`src/rtl/uart_rx_byte_if.sv`:
```
// Signal bundle between the serial line side and the byte consumer of uart_rx_byte.
interface uart_rx_byte_if;
  logic       rx;
  logic [7:0] rx_data;
  logic       rx_valid;
  logic       frame_err;
  logic       parity_err;
  logic       busy;

  // master drives the serial line and consumes bytes; slave is the receiver
  modport master (output rx, input rx_data, rx_valid, frame_err, parity_err, busy);
  modport slave  (input rx, output rx_data, rx_valid, frame_err, parity_err, busy);
endinterface

```
`src/rtl/uart_rx_byte.sv`:
```
// UART receiver: 8N1 frames sampled at bit centre, byte strobe or framing-error strobe.
// Define UART_RX_PARITY_EN for 8E1 frames with a live parity_err strobe.
module uart_rx_byte #(
  parameter int BPS_PARA = 1250
) (
  input  logic          clk,
  input  logic          rst_n,
  uart_rx_byte_if.slave bus
);
  localparam logic [12:0] CNT_LAST = 13'(BPS_PARA - 1);
  localparam logic [12:0] CNT_MID  = 13'((BPS_PARA >> 1) - 1);

  typedef enum logic [2:0] {
    IDLE   = 3'd0,
    START  = 3'd1,
    DATA   = 3'd2,
    PARITY = 3'd3,
    STOP   = 3'd4
  } state_t;

  state_t      state_q, state_d;
  logic [12:0] cnt_q, cnt_d;
  logic [2:0]  bit_idx_q, bit_idx_d;
  logic [7:0]  shift_q, shift_d;
  logic [7:0]  rx_data_q, rx_data_d;
  logic        rx_valid_q, rx_valid_d;
  logic        frame_err_q, frame_err_d;
  logic        rx_meta_q, rx_sync_q, rx_prev_q;
  logic        fall_edge;
  logic        bit_done;
`ifdef UART_RX_PARITY_EN
  logic        par_bad_q, par_bad_d;
  logic        parity_err_q, parity_err_d;
`endif

  // Two-flop synchroniser plus one history flop for edge detection; idle line is high
  always_ff @(posedge clk or negedge rst_n) begin
    if (!rst_n) begin
      rx_meta_q <= 1'b1;
      rx_sync_q <= 1'b1;
      rx_prev_q <= 1'b1;
    end else begin
      rx_meta_q <= bus.rx;
      rx_sync_q <= rx_meta_q;
      rx_prev_q <= rx_sync_q;
    end
  end

  assign fall_edge = rx_prev_q & ~rx_sync_q;
  assign bit_done  = (cnt_q == CNT_LAST);

  always_ff @(posedge clk or negedge rst_n) begin
    if (!rst_n) begin
      state_q      <= IDLE;
      cnt_q        <= '0;
      bit_idx_q    <= '0;
      shift_q      <= '0;
      rx_data_q    <= 8'h00;
      rx_valid_q   <= 1'b0;
      frame_err_q  <= 1'b0;
`ifdef UART_RX_PARITY_EN
      par_bad_q    <= 1'b0;
      parity_err_q <= 1'b0;
`endif
    end else begin
      state_q      <= state_d;
      cnt_q        <= cnt_d;
      bit_idx_q    <= bit_idx_d;
      shift_q      <= shift_d;
      rx_data_q    <= rx_data_d;
      rx_valid_q   <= rx_valid_d;
      frame_err_q  <= frame_err_d;
`ifdef UART_RX_PARITY_EN
      par_bad_q    <= par_bad_d;
      parity_err_q <= parity_err_d;
`endif
    end
  end

  always_comb begin
    state_d      = state_q;
    cnt_d        = cnt_q + 13'd1;
    bit_idx_d    = bit_idx_q;
    shift_d      = shift_q;
    rx_data_d    = rx_data_q;
    rx_valid_d   = 1'b0;
    frame_err_d  = 1'b0;
`ifdef UART_RX_PARITY_EN
    par_bad_d    = par_bad_q;
    parity_err_d = 1'b0;
`endif
    case (state_q)
      IDLE: begin
        cnt_d = '0;
        if (fall_edge) state_d = START;
      end
      START: begin
        // A start bit that is high again at its centre was a glitch
        if (cnt_q == CNT_MID) begin
          cnt_d     = '0;
          bit_idx_d = '0;
          state_d   = rx_sync_q ? IDLE : DATA;
        end
      end
      DATA: begin
        if (bit_done) begin
          cnt_d     = '0;
          shift_d   = {rx_sync_q, shift_q[7:1]};
          bit_idx_d = bit_idx_q + 3'd1;
`ifdef UART_RX_PARITY_EN
          if (bit_idx_q == 3'd7) state_d = PARITY;
`else
          if (bit_idx_q == 3'd7) state_d = STOP;
`endif
        end
      end
`ifdef UART_RX_PARITY_EN
      PARITY: begin
        if (bit_done) begin
          cnt_d     = '0;
          par_bad_d = rx_sync_q ^ (^shift_q);
          state_d   = STOP;
        end
      end
`endif
      STOP: begin
        // Re-arm at the stop centre so a back-to-back start edge is not missed
        if (bit_done) begin
          cnt_d       = '0;
          state_d     = IDLE;
          frame_err_d = ~rx_sync_q;
`ifdef UART_RX_PARITY_EN
          parity_err_d = par_bad_q;
          if (rx_sync_q && !par_bad_q) begin
            rx_data_d  = shift_q;
            rx_valid_d = 1'b1;
          end
`else
          if (rx_sync_q) begin
            rx_data_d  = shift_q;
            rx_valid_d = 1'b1;
          end
`endif
        end
      end
      default: begin
        cnt_d   = '0;
        state_d = IDLE;
      end
    endcase
  end

  assign bus.rx_data   = rx_data_q;
  assign bus.rx_valid  = rx_valid_q;
  assign bus.frame_err = frame_err_q;
  assign bus.busy      = (state_q != IDLE);
`ifdef UART_RX_PARITY_EN
  assign bus.parity_err = parity_err_q;
`else
  assign bus.parity_err = 1'b0;
`endif

endmodule

```
`src/flat_wrapper.sv`:
```
// flat-port wrapper written by rule: the top's interface ports become plain ports
module uart_rx_byte_flat 
#(
  parameter int BPS_PARA = 1250
)
  (clk, rst_n, bus_rx, bus_rx_data, bus_rx_valid, bus_frame_err, bus_parity_err, bus_busy);
  uart_rx_byte_if bus_i ();
  input  logic clk;
  input  logic rst_n;
  input wire logic [$bits(bus_i.rx)-1:0] bus_rx;
  output wire logic [$bits(bus_i.rx_data)-1:0] bus_rx_data;
  output wire logic [$bits(bus_i.rx_valid)-1:0] bus_rx_valid;
  output wire logic [$bits(bus_i.frame_err)-1:0] bus_frame_err;
  output wire logic [$bits(bus_i.parity_err)-1:0] bus_parity_err;
  output wire logic [$bits(bus_i.busy)-1:0] bus_busy;
  assign bus_i.rx = bus_rx;
  assign bus_rx_data = bus_i.rx_data;
  assign bus_rx_valid = bus_i.rx_valid;
  assign bus_frame_err = bus_i.frame_err;
  assign bus_parity_err = bus_i.parity_err;
  assign bus_busy = bus_i.busy;
  uart_rx_byte #(.BPS_PARA(BPS_PARA)) u_core (.clk(clk), .rst_n(rst_n), .bus(bus_i));
endmodule
```
`config.mk`:
```
export PLATFORM = sky130hd
export DESIGN_NAME = uart_rx_byte_flat
export DESIGN_NICKNAME = d
export VERILOG_FILES = /design/src/rtl/uart_rx_byte_if.sv /design/src/rtl/uart_rx_byte.sv /design/src/flat_wrapper.sv
export SDC_FILE = /design/constraint.sdc
export NUM_CORES = 1
export LEC_CHECK = 0
export ABC_CLOCK_PERIOD_IN_PS = 2300
export BUFFER_PORTS_ARGS = -buffer_cell sky130_fd_sc_hd__buf_4
export CAP_MARGIN = 20
export CORE_UTILIZATION = 58
export DETAILED_ROUTE_END_ITERATION = 6
export PLACE_DENSITY = 0.78
export SKIP_CTS_REPAIR_TIMING = 1
export SLEW_MARGIN = 20
export SYNTH_ARGS = -nofsm -noshare
export SYNTH_HDL_FRONTEND = slang
export SYNTH_SLANG_ARGS = --single-unit
```
`constraint.sdc`:
```
create_clock -name clk -period 2.3 [get_ports clk]
set_clock_uncertainty 0.1 [all_clocks]
set_input_delay 0.23 -clock clk [delete_from_list [all_inputs] [get_ports clk]]
set_output_delay 0.23 -clock clk [all_outputs]
set_load 0.01 [all_outputs]
```
==> flow_summary.yaml, run 1 <==
logic_synthesis:
  netlist_area_um2: 1850
  synth-edff-count: 0
  synthesis.nets: 163
  netlist_instances: 155
  async_flop_share_pct: 100
  synth-main-ff-cell: "dfrtp_1"
  ys_types: 39
  yosys.area.top_type_share_pct: 49.9
  ys_seq_elements: 40
  yosys-top-cells-area: "dfrtp_1 50%, mux2_2 9.7%, dfstp_2 4.3%"
  syn_avg_cell_area_um2: 12.0
  yosysWarnings: 0
  yosys.area.top_type: "dfrtp_1"
  ys_seq_area_share_pct: 54.2
clocking:
  cts_root_buf: "clkbuf_4"
  worstSkewPairLatency_ns: 0.35
  numCtsBuffers: 5
  cts.reportedPaths.clkPinSlew_ns: 0.12
  max-clock-path-buffers: 2
  htreeDepth: 2
  cts_tree: "yes"
  cts_sinks: 40
placed_design:
  placed_cells: 213
  placed_area_um2: 2020
  portBuffers: 13
  gp_congestion: 0.842
  dp_hpwl_mm: 2.26
detailed_routing:
  first_iter_violations: 42
  firstDrtPassIters: 4
  wl_per_cell_um: 15.0
  vias: 1219
  postRouteAntennaNets: 0
  drc_errors: 0
  routed_wl_mm: 3.36
  vias_per_cell: 5.44
global_routing:
  gr-total-overflow: 0
  grt_max_degree: 41
  antenna_found_initial: 0
  grt_use_total_pct: 21.8
  grt_pass1_wl_mm: 5.48
  grt_pass1_vias: 1172
pwr:
  vdd_drop_max_mv: 0.497
  p_comb_share_pct: 23.5
  p_leak_nw: 1.04
  internal_power_mw: 1.01
  clkPwrFrac_pct: 23.1
  swShare_pct: 31.7
  power_density_nw_per_um2: 698
  pwr-share-seq_pct: 53.4
  finalPower_mw: 1.48
  switching_power_uw: 468
outcome:
  status: "completed"
sta:
  rsz0062_at_grt: "no"
  min_period_ns: 2.20
  finalHoldViolations: 0
  setup-violations-final: 0
  layout_worst_path_cycle_share_pct: 95.6
  drv_slew: 0
  fmax_mhz: 455
  setup_tns_ns: 0
layout:
  n_antenna_cell: 0
  layout_commonest_cell: "dfrtp_1"
  multiInputGateArea_um2: 800
  seqCellArea_um2: 1000
  layout-drive-gt1-share_pct: 31.7
  fillCellCount: 225
  fin_cells: 224
  fin_nets: 187
  post-route-util_pct: 69.2
  finalInstanceArea_um2: 2110
  mostFrequentLayoutCells: "37 x dfrtp_1, 20 x buf_4, 16 x mux2_2"
  layout-area-overhead-vs-synth_pct: 14.0
critical_path:
  endpoint_kind: "flip-flop"
  path_class: "flip-flop to flip-flop"
  path_max_fanout: 7
  cp.required_ns: 2.42
  start_kind: "flip-flop"
  crit_arrival_ns: 2.32
die:
  rows: 20
  die-area_um2: 3430
  fp.dieH_um: 58.5
  core_area_um2: 3050
  io_pins: 15
  start_util_pct: 60.7
  die_w_um: 58.5
job:
  drv_cap: 0
hold_path:
  hold_path.class: "input port to asynchronous set/reset pin"
[kinds of logic after synthesis]
logic type | count (synthesis) | share of synthesized area [%]
AO/OA/AOI/OAI | 9 | 4.12
XOR/XNOR | 11 | 5.20
adder cells (fa/ha/maj) | 5 | 3.37
buffers and inverters | 14 | 3.58
flip-flops | 40 | 54.2
multiplexers | 16 | 9.72
other | 1 | 0.202
AND/OR/NAND/NOR | 59 | 19.6
[power groups by stage]
stage,Combinational (mW),Sequential (mW),Clock (mW)
finish,0.346,0.789,0.341
detailed placement,0.306,0.800,0
floorplan,0.231,0.785,0
CTS,0.308,0.787,0.352
global placement,0.292,0.795,0
global route,0.372,0.796,0.379
[critical path: stages (launching register included)]
cell,delay [ns]
dfrtp_1,0.46
or4_1,0.56
o41a_1,0.58
a21oi_4,0.29
nor2b_1,0.09
[flip-flops by register name, indices dropped and copies added (netlist names), 3 cells and up]
register,flops
u_core.state_q,3
u_core.bit_idx_q,3
u_core.shift_q,8
u_core.bus.rx_data,8
u_core.cnt_q,13
[path summary, 6_finish.rpt]
check	from	to	slack, ns	depth (start not counted)
max reg2reg	u_core.cnt_q[2]	u_core.cnt_q[1]	0.10	4
max in group asynchronous	rst_n	u_core.rx_prev_q	1.46	2
max	u_core.cnt_q[2]	u_core.cnt_q[1]	0.10	4
min	rst_n	u_core.bus.rx_data[6]	0.27	2
min reg2reg	u_core.rx_meta_q	u_core.rx_sync_q	0.27	0
min in group clk	u_core.rx_meta_q	u_core.rx_sync_q	0.27	0
[final cells by class]
class                      count  area share [%]
clock inverter                 2           0.592
timing repair buffer          22            8.05
clock buffer                   6            1.95
multi-input combinational    102            37.8
sequential                    40            47.5
tap                           44            2.61
inverter                       8            1.42
[metal layers]
metal | vias to the layer above | global-route usage [%] | share of wire, %
li1 | 589 | - | -
met1 | 604 | 29.6 | 48
met2 | 19 | 34.0 | 48
met3 | 7 | 4.62 | 2.3
met4 | 0 | 10.2 | 1.5
met5 | - | 0 | 0
[per-stage QoR]
stage	setup slack [ns]	hold WS, ns
after CTS	0.0605	-0.264
after detailed placement	0.0820	0.127
after global routing	0.0141	0.279
after global placement	0.134	0.120
after floorplan	0.226	-0.166
final	0.102	0.269
[synthesized netlist by cell type (all sizes together), types with 4 or more instances]
library cell and instances:
nor2b 4, nor4 4, nor3 4, nor2 14
inv 8, buf 4, dfrtp 37, nor3b 4
nand2 6, ha 5, xor2 4, mux2 16
nand3 6, xnor2 7
Note: power is estimated with default switching activity, not from simulation.
==> run 2, diff against run 1 <==
--- a/config.mk
+++ b/config.mk
@@ -10,7 +10,7 @@
 export CAP_MARGIN = 20
 export CORE_UTILIZATION = 58
 export DETAILED_ROUTE_END_ITERATION = 6
-export PLACE_DENSITY = 0.78
+export PLACE_DENSITY_LB_ADDON = 0.2
 export SKIP_CTS_REPAIR_TIMING = 1
 export SLEW_MARGIN = 20
 export SYNTH_ARGS = -nofsm -noshare
==> run 2 against run 1 <==
Effect of this change:
- setup slack worse by 0.0024 ns
- register-to-register slack hardly changed
- sequential share of layout area is 0.14 points higher
- power is 2.3% higher
- flip-flop and latch count stayed put
- clock power is 11% higher
- design area is 0.30% lower
- fmax is 0.11% lower
- worst hold slack worse by 0.0068 ns
- sequential power hardly changed
- final cell count is 1.3% lower
- critical path depth is 1 higher
==> flow_summary.yaml, run 2 (synthesis results as in run 1) <==
outcome:
  status: "completed"
critical_path:
  cpMaxStageDelayCell: "or4_1"
  crit_buf_inv: 1
  crit_chain: "or4_1 -> o41a_1 -> a21oi_4 -> buf_12 -> nor2_1"
  path_max_fanout: 13
  start_kind: "flip-flop"
  path_class: "flip-flop to flip-flop"
  path_delay_family: "compound AO/OA/AOI/OAI gates"
  max_stage_delay_ns: 0.58
  cp.required_ns: 2.43
  endpoint_kind: "flip-flop"
  crit_arrival_ns: 2.33
clocking:
  htreeDepth: 2
  max-clock-path-buffers: 2
  numCtsBuffers: 5
  cts_root_buf: "clkbuf_4"
  worstSkewPairLatency_ns: 0.35
  cts.reportedPaths.clkPinSlew_ns: 0.13
  cts_sinks: 40
  cts_tree: "yes"
detailed_routing:
  drc_errors: 0
  firstDrtPassIters: 4
  first_iter_violations: 45
  routed_wl_mm: 3.25
  vias: 1220
  wl_per_cell_um: 14.7
  vias_per_cell: 5.52
  postRouteAntennaNets: 0
sta:
  setup_tns_ns: 0
  fmax_mhz: 454
  setup-violations-final: 0
  hold_slack_ns: 0.262
  min_period_ns: 2.20
  layout_worst_path_cycle_share_pct: 95.7
  finalHoldViolations: 0
  rsz0062_at_grt: "no"
  setup_ws_ns: 0.0997
  drv_slew: 0
pwr:
  internal_power_mw: 1.06
  pwr-share-seq_pct: 52.3
  switching_power_uw: 454
  finalPower_mw: 1.51
  vdd_drop_max_mv: 0.547
  swShare_pct: 30.0
  clkPwrFrac_pct: 25.1
  p_leak_nw: 1.03
  p_comb_share_pct: 22.6
  power_density_nw_per_um2: 717
placed_design:
  portBuffers: 13
  dp_slack_ns: 0.0618
  gp_congestion: 0.926
  placed_area_um2: 2000
  dp_hpwl_mm: 2.27
hold_path:
  hold_path.class: "input port to asynchronous set/reset pin"
layout:
  mostFrequentLayoutCells: "37 x dfrtp_1, 17 x buf_4, 16 x mux2_2"
  largest_reg_flops: 13
  finalInstanceArea_um2: 2110
  n_antenna_cell: 0
  seqCellArea_um2: 1000
  top_register: "u_core.cnt_q"
  layout_commonest_cell: "dfrtp_1"
  multiInputGateArea_um2: 783
  fin_nets: 184
  fillCellCount: 236
  layout-drive-gt1-share_pct: 30.5
  layout-area-overhead-vs-synth_pct: 13.6
die:
  fp.dieH_um: 58.5
  die_w_um: 58.5
  rows: 20
  die-area_um2: 3430
  core_area_um2: 3050
  io_pins: 15
  start_util_pct: 60.7
global_routing:
  grt_pass1_wl_mm: 5.51
  antenna_found_initial: 0
  grt_pass1_vias: 1168
  gr-total-overflow: 0
  grt_max_degree: 41
  grt_use_total_pct: 22.0
job:
  drv_cap: 0
run 2: metrics by stage:
stage	utilization, %	instances
floorplan	-	155
global placement	65.5	210
detailed placement	65.5	210
CTS	67.7	218
global route	69.0	221
finish	69.0	221
run 2: metal layers:
| metal | vias up | global-route usage (%) | part of all wire [%] |
|---|---|---|---|
| met5 | - | 0 | 0 |
| met2 | 18 | 32.7 | 47 |
| met1 | 613 | 30.1 | 48 |
| met3 | 7 | 7.47 | 3.1 |
| met4 | 0 | 8.50 | 1.4 |
| li1 | 582 | - | - |
run 2: worst reg2reg max path: stages (launching register included):
cell     delay, ns
dfrtp_1       0.50
or4_1         0.58
o41a_1        0.54
a21oi_4       0.18
buf_12        0.15
nor2_1        0.05
run 2: final cells by class:
cell class,count,area share [%]
multi-input combinational,101,37.2
timing repair buffer,20,7.96
clock inverter,2,0.713
sequential,40,47.7
inverter,8,1.43
tap,44,2.61
clock buffer,6,2.43
run 2: worst paths after layout:
path                                        from             endpoint  slack, ns  depth (start not counted)
worst min register to register  u_core.rx_meta_q     u_core.rx_sync_q       0.26                          0
min in group clk                u_core.rx_meta_q     u_core.rx_sync_q       0.26                          0
worst max-delay path             u_core.cnt_q[2]      u_core.cnt_q[2]        0.1                          5
max in group asynchronous                  rst_n     u_core.rx_sync_q       1.47                          2
worst min-delay path                       rst_n  u_core.bus.rx_valid       0.26                          2
worst max register to register   u_core.cnt_q[2]      u_core.cnt_q[2]        0.1                          5
run 2: power by group through the flow:
stage          Sequential, mW  Combinational [mW]  Clock (mW)
6_report                0.790               0.341       0.379
5_1_grt                 0.802               0.376       0.420
2_1_floorplan           0.785               0.231           0
4_1_cts                 0.790               0.283       0.391
3_3_place_gp            0.800               0.273           0
3_5_place_dp            0.804               0.282           0
==> run 3, diff against run 2 <==
--- a/config.mk
+++ b/config.mk
@@ -8,6 +8,7 @@
 export ABC_CLOCK_PERIOD_IN_PS = 2300
 export BUFFER_PORTS_ARGS = -buffer_cell sky130_fd_sc_hd__buf_4
 export CAP_MARGIN = 20
+export CORE_MARGIN = 8
 export CORE_UTILIZATION = 58
 export DETAILED_ROUTE_END_ITERATION = 6
 export PLACE_DENSITY_LB_ADDON = 0.2
==> run 3 against run 2 <==
Effect of this change:
- fmax fell by 0.11%
- utilization increased by 0.78 points
- die area rose by 54%
- non-clock buffer count stayed put
- via count grew 1.6%
- power up 8.6%
- largest cell class unchanged
- highest routed layer unchanged
==> flow_summary.yaml, run 3 (synthesis results as in run 1) <==
critical_path:
  crit_chain: "or4_1 -> o41a_1 -> a21oi_4 -> buf_12 -> nor2_1"
  max_stage_delay_ns: 0.58
  endpoint_kind: "flip-flop"
  path_max_fanout: 13
  crit_buf_inv: 1
  path_class: "flip-flop to flip-flop"
  path_delay_family: "compound AO/OA/AOI/OAI gates"
  cpMaxStageDelayCell: "or4_1"
  crit_arrival_ns: 2.35
  start_kind: "flip-flop"
  cp.required_ns: 2.44
detailed_routing:
  vias_per_cell: 5.61
  routed_wl_mm: 3.36
  drc_errors: 0
  postRouteAntennaNets: 0
  first_iter_violations: 121
  wl_per_cell_um: 15.2
  firstDrtPassIters: 4
  vias: 1240
placed_design:
  placed_cells: 210
  dp_slack_ns: 0.0542
  portBuffers: 13
  gp_congestion: 0.922
  placed_area_um2: 2000
  dp_hpwl_mm: 2.23
pwr:
  p_leak_nw: 1.05
  clkPwrFrac_pct: 30.1
  switching_power_uw: 463
  internal_power_mw: 1.18
  p_comb_share_pct: 21.8
  power_density_nw_per_um2: 770
  finalPower_mw: 1.64
  vdd_drop_max_mv: 0.449
  swShare_pct: 28.2
  pwr-share-seq_pct: 48.0
global_routing:
  gr-total-overflow: 0
  grt_use_total_pct: 13.5
  grt_pass1_vias: 1193
  antenna_found_initial: 0
  grt_max_degree: 41
  grt_pass1_wl_mm: 5.53
die:
  die-area_um2: 5260
  core_area_um2: 3050
  die_w_um: 72.5
  fp.dieH_um: 72.5
  start_util_pct: 60.7
  rows: 20
  io_pins: 15
clocking:
  cts_root_buf: "clkbuf_4"
  htreeDepth: 2
  worstSkewPairLatency_ns: 0.36
  cts_tree: "yes"
  cts.reportedPaths.clkPinSlew_ns: 0.12
  max-clock-path-buffers: 2
  cts_sinks: 40
  numCtsBuffers: 5
layout:
  fin_nets: 184
  finalInstanceArea_um2: 2130
  layout-drive-gt1-share_pct: 30.5
  n_antenna_cell: 0
  top_register: "u_core.cnt_q"
  layout_commonest_cell: "dfrtp_1"
  post-route-util_pct: 69.8
  fin_cells: 221
  largest_reg_flops: 13
  fillCellCount: 232
  mostFrequentLayoutCells: "37 x dfrtp_1, 17 x buf_4, 16 x mux2_2"
  layout-area-overhead-vs-synth_pct: 14.9
sta:
  layout_worst_path_cycle_share_pct: 95.8
  setup_tns_ns: 0
  min_period_ns: 2.20
  setup-violations-final: 0
  finalHoldViolations: 0
  rsz0062_at_grt: "no"
  drv_slew: 0
  hold_slack_ns: 0.254
  setup_ws_ns: 0.0973
  fmax_mhz: 454
job:
  drv_cap: 0
hold_path:
  hold_path.class: "input port to asynchronous set/reset pin"
outcome:
  status: "completed"
[run 3: worst paths after layout]
| kind | start | end | slack (ns) | cells past startpoint |
|---|---|---|---|---|
| setup / recovery | u_core.cnt_q[2] | u_core.cnt_q[2] | 0.1 | 5 |
| hold / removal | rst_n | u_core.shift_q[2] | 0.25 | 2 |
| setup reg to reg | u_core.cnt_q[2] | u_core.cnt_q[2] | 0.1 | 5 |
| hold reg to reg | u_core.rx_meta_q | u_core.rx_sync_q | 0.26 | 0 |
| max in group asynchronous | rst_n | u_core.cnt_q[10] | 1.48 | 2 |
| min in group clk | u_core.rx_meta_q | u_core.rx_sync_q | 0.26 | 0 |
[run 3: layout make-up]
| type | count | area [µm²] | area share (%) |
|---|---|---|---|
| multi-input cells | 101 | 783 | 36.8 |
| repair buffers | 20 | 168 | 7.87 |
| well taps | 44 | 55.1 | 2.58 |
| clock buffers | 6 | 51.3 | 2.41 |
| inverters | 8 | 30.0 | 1.41 |
| flip-flops and latches | 40 | 1000 | 47.2 |
| clock inverters | 2 | 38.8 | 1.82 |
[run 3: routing by layer]
metal,part of all wire [%],track usage (%),routed length (µm)
met3,8.4,6.20,281
met4,2.3,8.00,77
met5,0,0,0
met2,46,18.4,1560
met1,43,16.8,1440
[run 3: power groups by stage]
stage | Combinational [mW] | Clock [mW] | Sequential, mW
after floorplan | 0.231 | 0 | 0.785
after global placement | 0.286 | 0 | 0.796
after detailed placement | 0.299 | 0 | 0.799
after CTS | 0.301 | 0.511 | 0.785
after global routing | 0.396 | 0.530 | 0.792
final | 0.358 | 0.495 | 0.788
[run 3: worst reg2reg max path, delay by kind of cell, from the launching register on]
kind,cells,cell delay (ns)
compound gates,2,0.72
buf+inv,1,0.14
flops,1,0.51
simple gates,2,0.63
